`config.mk`:
```
export PLATFORM = sky130hd
export DESIGN_NAME = multicycle_control_flat
export DESIGN_NICKNAME = d
export VERILOG_FILES = /design/src/rtl/multicycle_control_if.sv /design/src/rtl/multicycle_control.sv /design/src/flat_wrapper.sv
export SDC_FILE = /design/constraint.sdc
export NUM_CORES = 1
export LEC_CHECK = 0
export BUFFER_PORTS_ARGS = -buffer_cell sky130_fd_sc_hd__buf_2
export CORE_MARGIN = 5
export CORE_UTILIZATION = 50
export CTS_CLUSTER_DIAMETER = 200
export DETAILED_ROUTE_END_ITERATION = 10
export PLACE_DENSITY = 0.78
export SETUP_SLACK_MARGIN = 0.2
export SLEW_MARGIN = 20
export SYNTH_ARGS = -nofsm -noshare
export SYNTH_HDL_FRONTEND = slang
export SYNTH_SLANG_ARGS = --single-unit
```
`constraint.sdc`:
```
create_clock -name clk -period 5.93 [get_ports clk]
set_clock_uncertainty 0.2 [all_clocks]
set_input_delay 0.8895 -clock clk [delete_from_list [all_inputs] [get_ports clk]]
set_output_delay 0.8895 -clock clk [all_outputs]
set_load 0.05 [all_outputs]
```
`src/rtl/multicycle_control_if.sv`:
```
// Control bus of the multi-cycle MIPS controller.
// Carries the IR opcode and memory handshake into the controller and the
// datapath controls, retire/trap status, retired count and debug state out.
//   master : controller side (drives controls, reads opcode/mem_ready)
//   slave  : datapath side
interface multicycle_control_if #(
  parameter int unsigned ALU_OP_W = 2,
  parameter int unsigned CNT_W    = 32
);
  logic [5:0]          opcode;
  logic                mem_ready;
  logic                pc_write;
  logic                pc_write_cond;
  logic                iord;
  logic                mem_read;
  logic                mem_write;
  logic                ir_write;
  logic                mem_to_reg;
  logic                reg_dst;
  logic                reg_write;
  logic                alu_src_a;
  logic [1:0]          alu_src_b;
  logic [ALU_OP_W-1:0] alu_op;
  logic [1:0]          pc_source;
  logic                retire;
  logic                illegal_op;
  logic [CNT_W-1:0]    instr_count;
  logic [3:0]          state;

  modport master (
    input  opcode, mem_ready,
    output pc_write, pc_write_cond, iord, mem_read, mem_write, ir_write,
           mem_to_reg, reg_dst, reg_write, alu_src_a, alu_src_b, alu_op,
           pc_source, retire, illegal_op, instr_count, state
  );

  modport slave (
    output opcode, mem_ready,
    input  pc_write, pc_write_cond, iord, mem_read, mem_write, ir_write,
           mem_to_reg, reg_dst, reg_write, alu_src_a, alu_src_b, alu_op,
           pc_source, retire, illegal_op, instr_count, state
  );
endinterface

```
`src/rtl/multicycle_control.sv`:
```
// Multi-cycle control unit for the shared-memory MIPS datapath.
// Sequences lw/sw/R-type/addi/andi/beq/j over several cycles, stretches
// FETCH/MEMRD/MEMWR on mem_ready, traps illegal opcodes (sticky until reset)
// and counts retired instructions.
// Ports:
//   clk   : rising-edge clock
//   reset : asynchronous, active-low
//   bus   : multicycle_control_if.master (opcode/mem_ready in, controls out)
module multicycle_control #(
  parameter int unsigned ALU_OP_W    = 2,
  parameter bit          ENABLE_ANDI = 1'b1,
  parameter int unsigned CNT_W       = 32
) (
  input  logic                 clk,
  input  logic                 reset,
  multicycle_control_if.master bus
);

  typedef enum logic [3:0] {
    ST_RST    = 4'd0,
    ST_FETCH  = 4'd1,
    ST_DECODE = 4'd2,
    ST_MEMADR = 4'd3,
    ST_MEMRD  = 4'd4,
    ST_MEMWB  = 4'd5,
    ST_MEMWR  = 4'd6,
    ST_REXE   = 4'd7,
    ST_RWB    = 4'd8,
    ST_BEQ    = 4'd9,
    ST_IEXE   = 4'd10,
    ST_IWB    = 4'd11,
    ST_JUMP   = 4'd12,
    ST_TRAP   = 4'd13
  } state_t;

  localparam logic [ALU_OP_W-1:0] ALU_ADD = '0;
  localparam logic [ALU_OP_W-1:0] ALU_SUB = ALU_OP_W'(1);
  localparam logic [ALU_OP_W-1:0] ALU_FN  = ALU_OP_W'(2);
  localparam logic [ALU_OP_W-1:0] ALU_AND = ALU_OP_W'(3);

  state_t           r_state;
  state_t           w_next;
  logic             r_illegal;
  logic [CNT_W-1:0] r_count;

  always_ff @(posedge clk or negedge reset) begin
    if (!reset) begin
      r_state   <= ST_RST;
      r_illegal <= 1'b0;
      r_count   <= '0;
    end else begin
      r_state <= w_next;
      if (bus.retire)
        r_count <= r_count + CNT_W'(1);
      // Set on entry so the flag is already high during the first TRAP cycle.
      if (w_next == ST_TRAP)
        r_illegal <= 1'b1;
    end
  end

  always_comb begin
    w_next            = r_state;
    bus.pc_write      = 1'b0;
    bus.pc_write_cond = 1'b0;
    bus.iord          = 1'b0;
    bus.mem_read      = 1'b0;
    bus.mem_write     = 1'b0;
    bus.ir_write      = 1'b0;
    bus.mem_to_reg    = 1'b0;
    bus.reg_dst       = 1'b0;
    bus.reg_write     = 1'b0;
    bus.alu_src_a     = 1'b0;
    bus.alu_src_b     = 2'b00;
    bus.alu_op        = ALU_ADD;
    bus.pc_source     = 2'b00;
    bus.retire        = 1'b0;

    case (r_state)
      ST_RST: w_next = ST_FETCH;
      ST_FETCH: begin
        bus.mem_read  = 1'b1;
        bus.alu_src_b = 2'b01;
        // IR and PC load only on the cycle the fetch completes.
        bus.ir_write  = bus.mem_ready;
        bus.pc_write  = bus.mem_ready;
        if (bus.mem_ready) w_next = ST_DECODE;
      end
      ST_DECODE: begin
        bus.alu_src_b = 2'b11;
        case (bus.opcode)
          6'd0:         w_next = ST_REXE;
          6'd35, 6'd43: w_next = ST_MEMADR;
          6'd8:         w_next = ST_IEXE;
          6'd12:        w_next = ENABLE_ANDI ? ST_IEXE : ST_TRAP;
          6'd4:         w_next = ST_BEQ;
          6'd2:         w_next = ST_JUMP;
          default:      w_next = ST_TRAP;
        endcase
      end
      ST_MEMADR: begin
        bus.alu_src_a = 1'b1;
        bus.alu_src_b = 2'b10;
        w_next = (bus.opcode == 6'd43) ? ST_MEMWR : ST_MEMRD;
      end
      ST_MEMRD: begin
        bus.mem_read = 1'b1;
        bus.iord     = 1'b1;
        if (bus.mem_ready) w_next = ST_MEMWB;
      end
      ST_MEMWB: begin
        bus.reg_write  = 1'b1;
        bus.mem_to_reg = 1'b1;
        bus.retire     = 1'b1;
        w_next         = ST_FETCH;
      end
      ST_MEMWR: begin
        bus.mem_write = 1'b1;
        bus.iord      = 1'b1;
        bus.retire    = bus.mem_ready;
        if (bus.mem_ready) w_next = ST_FETCH;
      end
      ST_REXE: begin
        bus.alu_src_a = 1'b1;
        bus.alu_op    = ALU_FN;
        w_next        = ST_RWB;
      end
      ST_RWB: begin
        bus.reg_write = 1'b1;
        bus.reg_dst   = 1'b1;
        bus.retire    = 1'b1;
        w_next        = ST_FETCH;
      end
      ST_IEXE: begin
        bus.alu_src_a = 1'b1;
        bus.alu_src_b = 2'b10;
        bus.alu_op    = (ENABLE_ANDI && bus.opcode == 6'd12) ? ALU_AND : ALU_ADD;
        w_next        = ST_IWB;
      end
      ST_IWB: begin
        bus.reg_write = 1'b1;
        bus.retire    = 1'b1;
        w_next        = ST_FETCH;
      end
      ST_BEQ: begin
        bus.alu_src_a     = 1'b1;
        bus.alu_op        = ALU_SUB;
        bus.pc_write_cond = 1'b1;
        bus.pc_source     = 2'b01;
        bus.retire        = 1'b1;
        w_next            = ST_FETCH;
      end
      ST_JUMP: begin
        bus.pc_write  = 1'b1;
        bus.pc_source = 2'b10;
        bus.retire    = 1'b1;
        w_next        = ST_FETCH;
      end
      ST_TRAP: w_next = ST_TRAP;
      default: w_next = ST_RST;
    endcase
  end

  assign bus.illegal_op  = r_illegal;
  assign bus.instr_count = r_count;
  assign bus.state       = r_state;

endmodule

```
`src/flat_wrapper.sv`:
```
// flat-port wrapper written by rule: the top's interface ports become plain ports
module multicycle_control_flat 
#(
  parameter int unsigned ALU_OP_W    = 2,
  parameter bit          ENABLE_ANDI = 1'b1,
  parameter int unsigned CNT_W       = 32
)
  (clk, reset, bus_opcode, bus_mem_ready, bus_pc_write, bus_pc_write_cond, bus_iord, bus_mem_read, bus_mem_write, bus_ir_write, bus_mem_to_reg, bus_reg_dst, bus_reg_write, bus_alu_src_a, bus_alu_src_b, bus_alu_op, bus_pc_source, bus_retire, bus_illegal_op, bus_instr_count, bus_state);
  multicycle_control_if #(.ALU_OP_W(ALU_OP_W), .CNT_W(CNT_W)) bus_i ();
  input  logic clk;
  input  logic reset;
  input wire logic [$bits(bus_i.opcode)-1:0] bus_opcode;
  input wire logic [$bits(bus_i.mem_ready)-1:0] bus_mem_ready;
  output wire logic [$bits(bus_i.pc_write)-1:0] bus_pc_write;
  output wire logic [$bits(bus_i.pc_write_cond)-1:0] bus_pc_write_cond;
  output wire logic [$bits(bus_i.iord)-1:0] bus_iord;
  output wire logic [$bits(bus_i.mem_read)-1:0] bus_mem_read;
  output wire logic [$bits(bus_i.mem_write)-1:0] bus_mem_write;
  output wire logic [$bits(bus_i.ir_write)-1:0] bus_ir_write;
  output wire logic [$bits(bus_i.mem_to_reg)-1:0] bus_mem_to_reg;
  output wire logic [$bits(bus_i.reg_dst)-1:0] bus_reg_dst;
  output wire logic [$bits(bus_i.reg_write)-1:0] bus_reg_write;
  output wire logic [$bits(bus_i.alu_src_a)-1:0] bus_alu_src_a;
  output wire logic [$bits(bus_i.alu_src_b)-1:0] bus_alu_src_b;
  output wire logic [$bits(bus_i.alu_op)-1:0] bus_alu_op;
  output wire logic [$bits(bus_i.pc_source)-1:0] bus_pc_source;
  output wire logic [$bits(bus_i.retire)-1:0] bus_retire;
  output wire logic [$bits(bus_i.illegal_op)-1:0] bus_illegal_op;
  output wire logic [$bits(bus_i.instr_count)-1:0] bus_instr_count;
  output wire logic [$bits(bus_i.state)-1:0] bus_state;
  assign bus_i.opcode = bus_opcode;
  assign bus_i.mem_ready = bus_mem_ready;
  assign bus_pc_write = bus_i.pc_write;
  assign bus_pc_write_cond = bus_i.pc_write_cond;
  assign bus_iord = bus_i.iord;
  assign bus_mem_read = bus_i.mem_read;
  assign bus_mem_write = bus_i.mem_write;
  assign bus_ir_write = bus_i.ir_write;
  assign bus_mem_to_reg = bus_i.mem_to_reg;
  assign bus_reg_dst = bus_i.reg_dst;
  assign bus_reg_write = bus_i.reg_write;
  assign bus_alu_src_a = bus_i.alu_src_a;
  assign bus_alu_src_b = bus_i.alu_src_b;
  assign bus_alu_op = bus_i.alu_op;
  assign bus_pc_source = bus_i.pc_source;
  assign bus_retire = bus_i.retire;
  assign bus_illegal_op = bus_i.illegal_op;
  assign bus_instr_count = bus_i.instr_count;
  assign bus_state = bus_i.state;
  multicycle_control #(.ALU_OP_W(ALU_OP_W), .ENABLE_ANDI(ENABLE_ANDI), .CNT_W(CNT_W)) u_core (.clk(clk), .reset(reset), .bus(bus_i));
endmodule
```
Yosys cells after proc, flatten, opt, wreduce, memory -nomap -nowiden
Index checks and enable logic that the tools add are counted.

word-level totals
  register bits after elaboration = 37
  input bits = 9
  bits in read-only memories = 0
  memories = 0
  output and inout bits = 54
  word-level logic and storage cells = 56
  bits in writable memories = 0
  latch bits = 0

operators by class
  magnitude comparators = 0
  muxes and demuxes = 21
  reduce and logical (&&, ||, !) cells = 11
  divide/modulo/power cells = 0
  shifts and indexed selects = 0
  bitwise gates (word level) = 0
  equal/unequal tests = 20
  $mul = 0
  add/sub/neg operators = 1

operators with widths
  operator                                       count
  one-hot mux 4 bit (9 select lines)             1
  adder 32 x 1 -> 32 bit, second input constant  1
  == test 4 bit, second input constant           7
  one-hot mux 4 bit (5 select lines)             1
  == test 4 x 3 -> 1 bit, second input constant  4
  == test 6 x 4 -> 1 bit, second input constant  2
  == test 6 bit, second input constant           2
  2-to-1 mux 4 bit                               3
  one-hot mux 2 bit (3 select lines)             2
  OR reduction 2 bit                             5
  2-to-1 mux 1 bit                               9
  == test 4 x 2 -> 1 bit, second input constant  2
  == test 6 x 2 -> 1 bit, second input constant  1
  == test 6 x 3 -> 1 bit, second input constant  1
  zero test 6 bit                                1
  OR reduction 6 bit                             1
  OR reduction 5 bit                             1
  == test 4 x 1 -> 1 bit, second input constant  1
  zero test 4 bit                                1
  2-to-1 mux 2 bit                               2
  one-hot mux 1 bit (2 select lines)             2
  one-hot mux 2 bit (2 select lines)             1
  OR reduction 4 bit                             1
  OR reduction 3 bit                             1

Depth between registers and ports, before layout
  word-level depth = 5
  gate-level depth with buffers = 8
  gate-level depth less buffers = 5

Least setup slack after synthesis
OpenSTA, ideal clock, no wires.

  path type = register to output
  start = register u_core.r_state[2] (netlist: u_core.bus.state[2])
  end = output bus_pc_write
  slack = 1837 ps
  arrival time = 3003 ps
  path buffers = 1
  stages on the path, launching flop included = 5
  cell sequence = dfrtp_1 -> buf_4 -> inv_1 -> nor4_1 -> or2_2

between the ends
  longest elaborated chain between the ends = 2

RTL lines
  what                                                            line                      source
  start: declaration                                              multicycle_control.sv:41  state_t r_state;
  start signal: assignment                                        multicycle_control.sv:52  r_state <= w_next;
  == test 4 bit / == test 4 x 1 -> 1 bit (equally long branches)  multicycle_control.sv:78  case (r_state)
  one-hot mux 1 bit (2 select lines) (*)                          multicycle_control.sv:78
  end: declaration                                                flat_wrapper.sv:14        output wire logic [$bits(bus_i.pc_write)-1:0] bus_pc_write;

Mark *: on every way between the ends. The rest lies on a longest branch, timed or not.

Worst setup path after layout
  start = register u_core.r_state[1] (netlist: u_core.bus.state[1])
  end = output bus_retire

between the ends
  longest elaborated chain between the ends = 3

RTL lines
  what                                                            line                      source
  == test 4 x 3 -> 1 bit / == test 4 bit (equally long branches)  multicycle_control.sv:78
  OR reduction 5 bit (no line)                                    -
  one-hot mux 1 bit (2 select lines) (*)                          multicycle_control.sv:78
  end: declaration                                                flat_wrapper.sv:27        output wire logic [$bits(bus_i.retire)-1:0] bus_retire;

Marked as above.

==> summary.txt <==
Critical path type -> reg2out
Drt first pass iters -> 4
Synth Area per Inst -> 10.2 um^2
Num rows -> 24
DR vias -> 1,794
Worst-margin pin slew -> 0.794 ns
DR WL/cell -> 14.6 um
Hold Path Class -> reg2reg
CTS clk-pin slew, worst paths -> 0.07 ns
Detailed Route Iter0 Violations -> 72
LEAKAGE -> 1.23 nW
Die width -> 76.5 um
GP Congestion -> 0.865
Residual DRC count -> 0
#FFs+latches synth -> 37
Fillers -> 399
Gr busiest metal -> met2
Critical path peak fanout -> 19
Hold wc startpoint -> u_core.bus.instr_count[31]
Tcrit/Tclk final -> 55.3%
H-tree depth -> 2
GR met1 Demand/Resource -> 21.9%
Clock sink count -> 37
CTS resizes -> 0
Worst r2r src -> u_core.bus.state[1]
DIE HEIGHT -> 76.5 um
Power Density -> 439 nW/um^2
Synth top area share -> 41.9%
RSZ-0062 raised after global routing -> false
Hold Buf Count CTS -> 0
Routed vias/inst -> 5.47
Critical Path Source Type -> flip-flop
FFs w/ async S/R, synth -> 100%
I/O Buffers -> 62
CTS tree -> yes
Gr usage total -> 17.6%
Syn Inst Count -> 216
Die area -> 5850 um^2
Setup violators final -> 0
Post-synth EDFFs -> 0
Layout cells sized above 1 -> 34.8%
Ant diodes -> 0
Area growth from synthesis to layout -> 18.4%
Met2 Track Usage GR -> 28.7%
Top post-synthesis cells by count -> 37 x dfrtp_1, 19 x nand2_1, 19 x nor2_1
Peak supply drop -> 0.333 mV
Setup TNS -> 0 ns
Slew Limit Fails -> 0
Cell with the most instances after synthesis -> dfrtp_1
Yosys warnings -> 0
Core area -> 4320 um^2
CP Capture Type -> primary output
Initial Util -> 51.1%
GRT overflow -> 0
Largest cells by area after synthesis -> dfrtp_1 42%, xnor2_1 7.1%, xor2_1 5.6%, nor4_4 3.9%, nor3_2 3.6%
Crit path arrival time -> 2.19 ns
Vias in the first global route -> 1,818
Postcts setup bufs -> 0
Top FF cell, synth -> dfrtp_1
Placed cells -> 321
Cell variety after synth -> 55
Worst skew pair latency -> 0.29 ns
Tmin final -> 3.28 ns
CTS Root Cell -> clkbuf_8
Max Buffers Root-to-Sink -> 2
MaxCap Viol Count -> 0
Status -> completed
Finished Layout Cells -> 328
Slew HR -> 47.1%
Largest net degree at the start of global routing -> 38
First-pass GRT wire length -> 8630 um
Post-synthesis sequential area ratio -> 41.9%
Met3 Track Usage GR -> 5.44%
Mapped Area -> 2210 um^2
DRT Wirelength -> 4780 um
# IOs -> 63
Syn nets -> 226
Fin nets -> 286
CP Launch Point -> u_core.bus.state[1]
Final hold violation count -> 0
Post-route antenna net violation count -> 0
Detailed Place HPWL -> 3560 um
Largest area contributor in the netlist -> dfrtp_1
Maximum clock frequency -> 305 MHz
Crit path required time -> 4.84 ns
Antenna violations before repair -> 0
CTS Buf Count -> 5
cell usage in the layout (no fill, tap or decap), types with 2 or more instances in the layout:
master    synthesis  final
o211a_1           2      2
nor2b_1           3      3
nor4_4            4      4
nor4_1            2      2
nor2_1           19     19
dfrtp_1          37     37
nor3_1            5      5
clkbuf_8          0      6
a21oi_1           5      5
and4_1            2      2
buf_2             3     62
xor2_1           14     14
nand3_1          11     11
xnor2_1          18     18
nor3_2            8      8
inv_1             8      8
nand2b_1          6      6
nand4_1           2      2
and3_1            4      4
or2_2             4      4
nand2_1          19     19
o21ai_0           2      2
nand3b_1          2      2
per-stage QoR:
step	utilization [%]	setup slack, ns	total power [mW]	area [um^2]	hold slack (ns)
after floorplan	-	1.84	0.851	2210	0.394
after global placement	58.4	2.85	0.970	2530	0.252
after detailed placement	58.4	2.82	0.978	2530	0.252
after CTS	60.4	2.67	1.15	2610	0.265
after global routing	60.4	2.47	1.21	2610	0.280
final	60.4	2.65	1.15	2610	0.262
power by group:
group	internal, mW	switching, mW
registers	0.288	0.0765
logic	0.163	0.444
clock network	0.0922	0.0843
total	0.543	0.605
path summary, 6_finish.rpt:
| check | cells after the start | to | slack [ns] |
|---|---|---|---|
| worst max-delay path | 4 | bus_retire | 2.65 |
| max in group asynchronous | 1 | u_core.bus.state[1] | 4.55 |
| worst min-delay path | 1 | u_core.bus.instr_count[31] | 0.26 |
| worst max register to register | 5 | u_core.bus.instr_count[16] | 3.59 |
| min in group asynchronous | 1 | u_core.bus.instr_count[27] | 0.49 |
| worst min register to register | 1 | u_core.bus.instr_count[31] | 0.26 |
final cells by class:
cell class | count | area [um^2] | area share [%]
clock buffer | 7 | 86.3 | 3.30
inverter | 8 | 30.0 | 1.15
multi-input combinational | 162 | 1200 | 45.8
sequential | 37 | 926 | 35.4
tap | 52 | 65.1 | 2.49
timing repair buffer | 62 | 310 | 11.9
registers in the layout (all words and copies together) (netlist names):
| name | cells |
|---|---|
| u_core.bus.illegal_op | 1 |
| u_core.bus.state | 4 |
| u_core.bus.instr_count | 32 |
metal layers:
layer	up-vias	share of wire (%)
li1	872	-
met1	848	43
met2	66	47
met3	8	7.3
met4	0	1.9
met5	-	0
worst max-delay path, cell delays in order, from the launching register on:
cell and delay [ns]:
dfrtp_1 0.70, nand2b_1 0.34, and3_4 0.29, or2_2 0.34, buf_2 0.23
cell families after synthesis:
logic type	after synthesis	share of synthesized area (%)
AO/OA/AOI/OAI	26	10.1
XOR/XNOR	32	12.7
adder cells (fa/ha/maj)	1	0.566
buffers and inverters	17	3.91
flip-flops	37	41.9
multiplexers	2	1.13
AND/OR/NAND/NOR	101	29.7
Power figures use the tool's default switching activity.
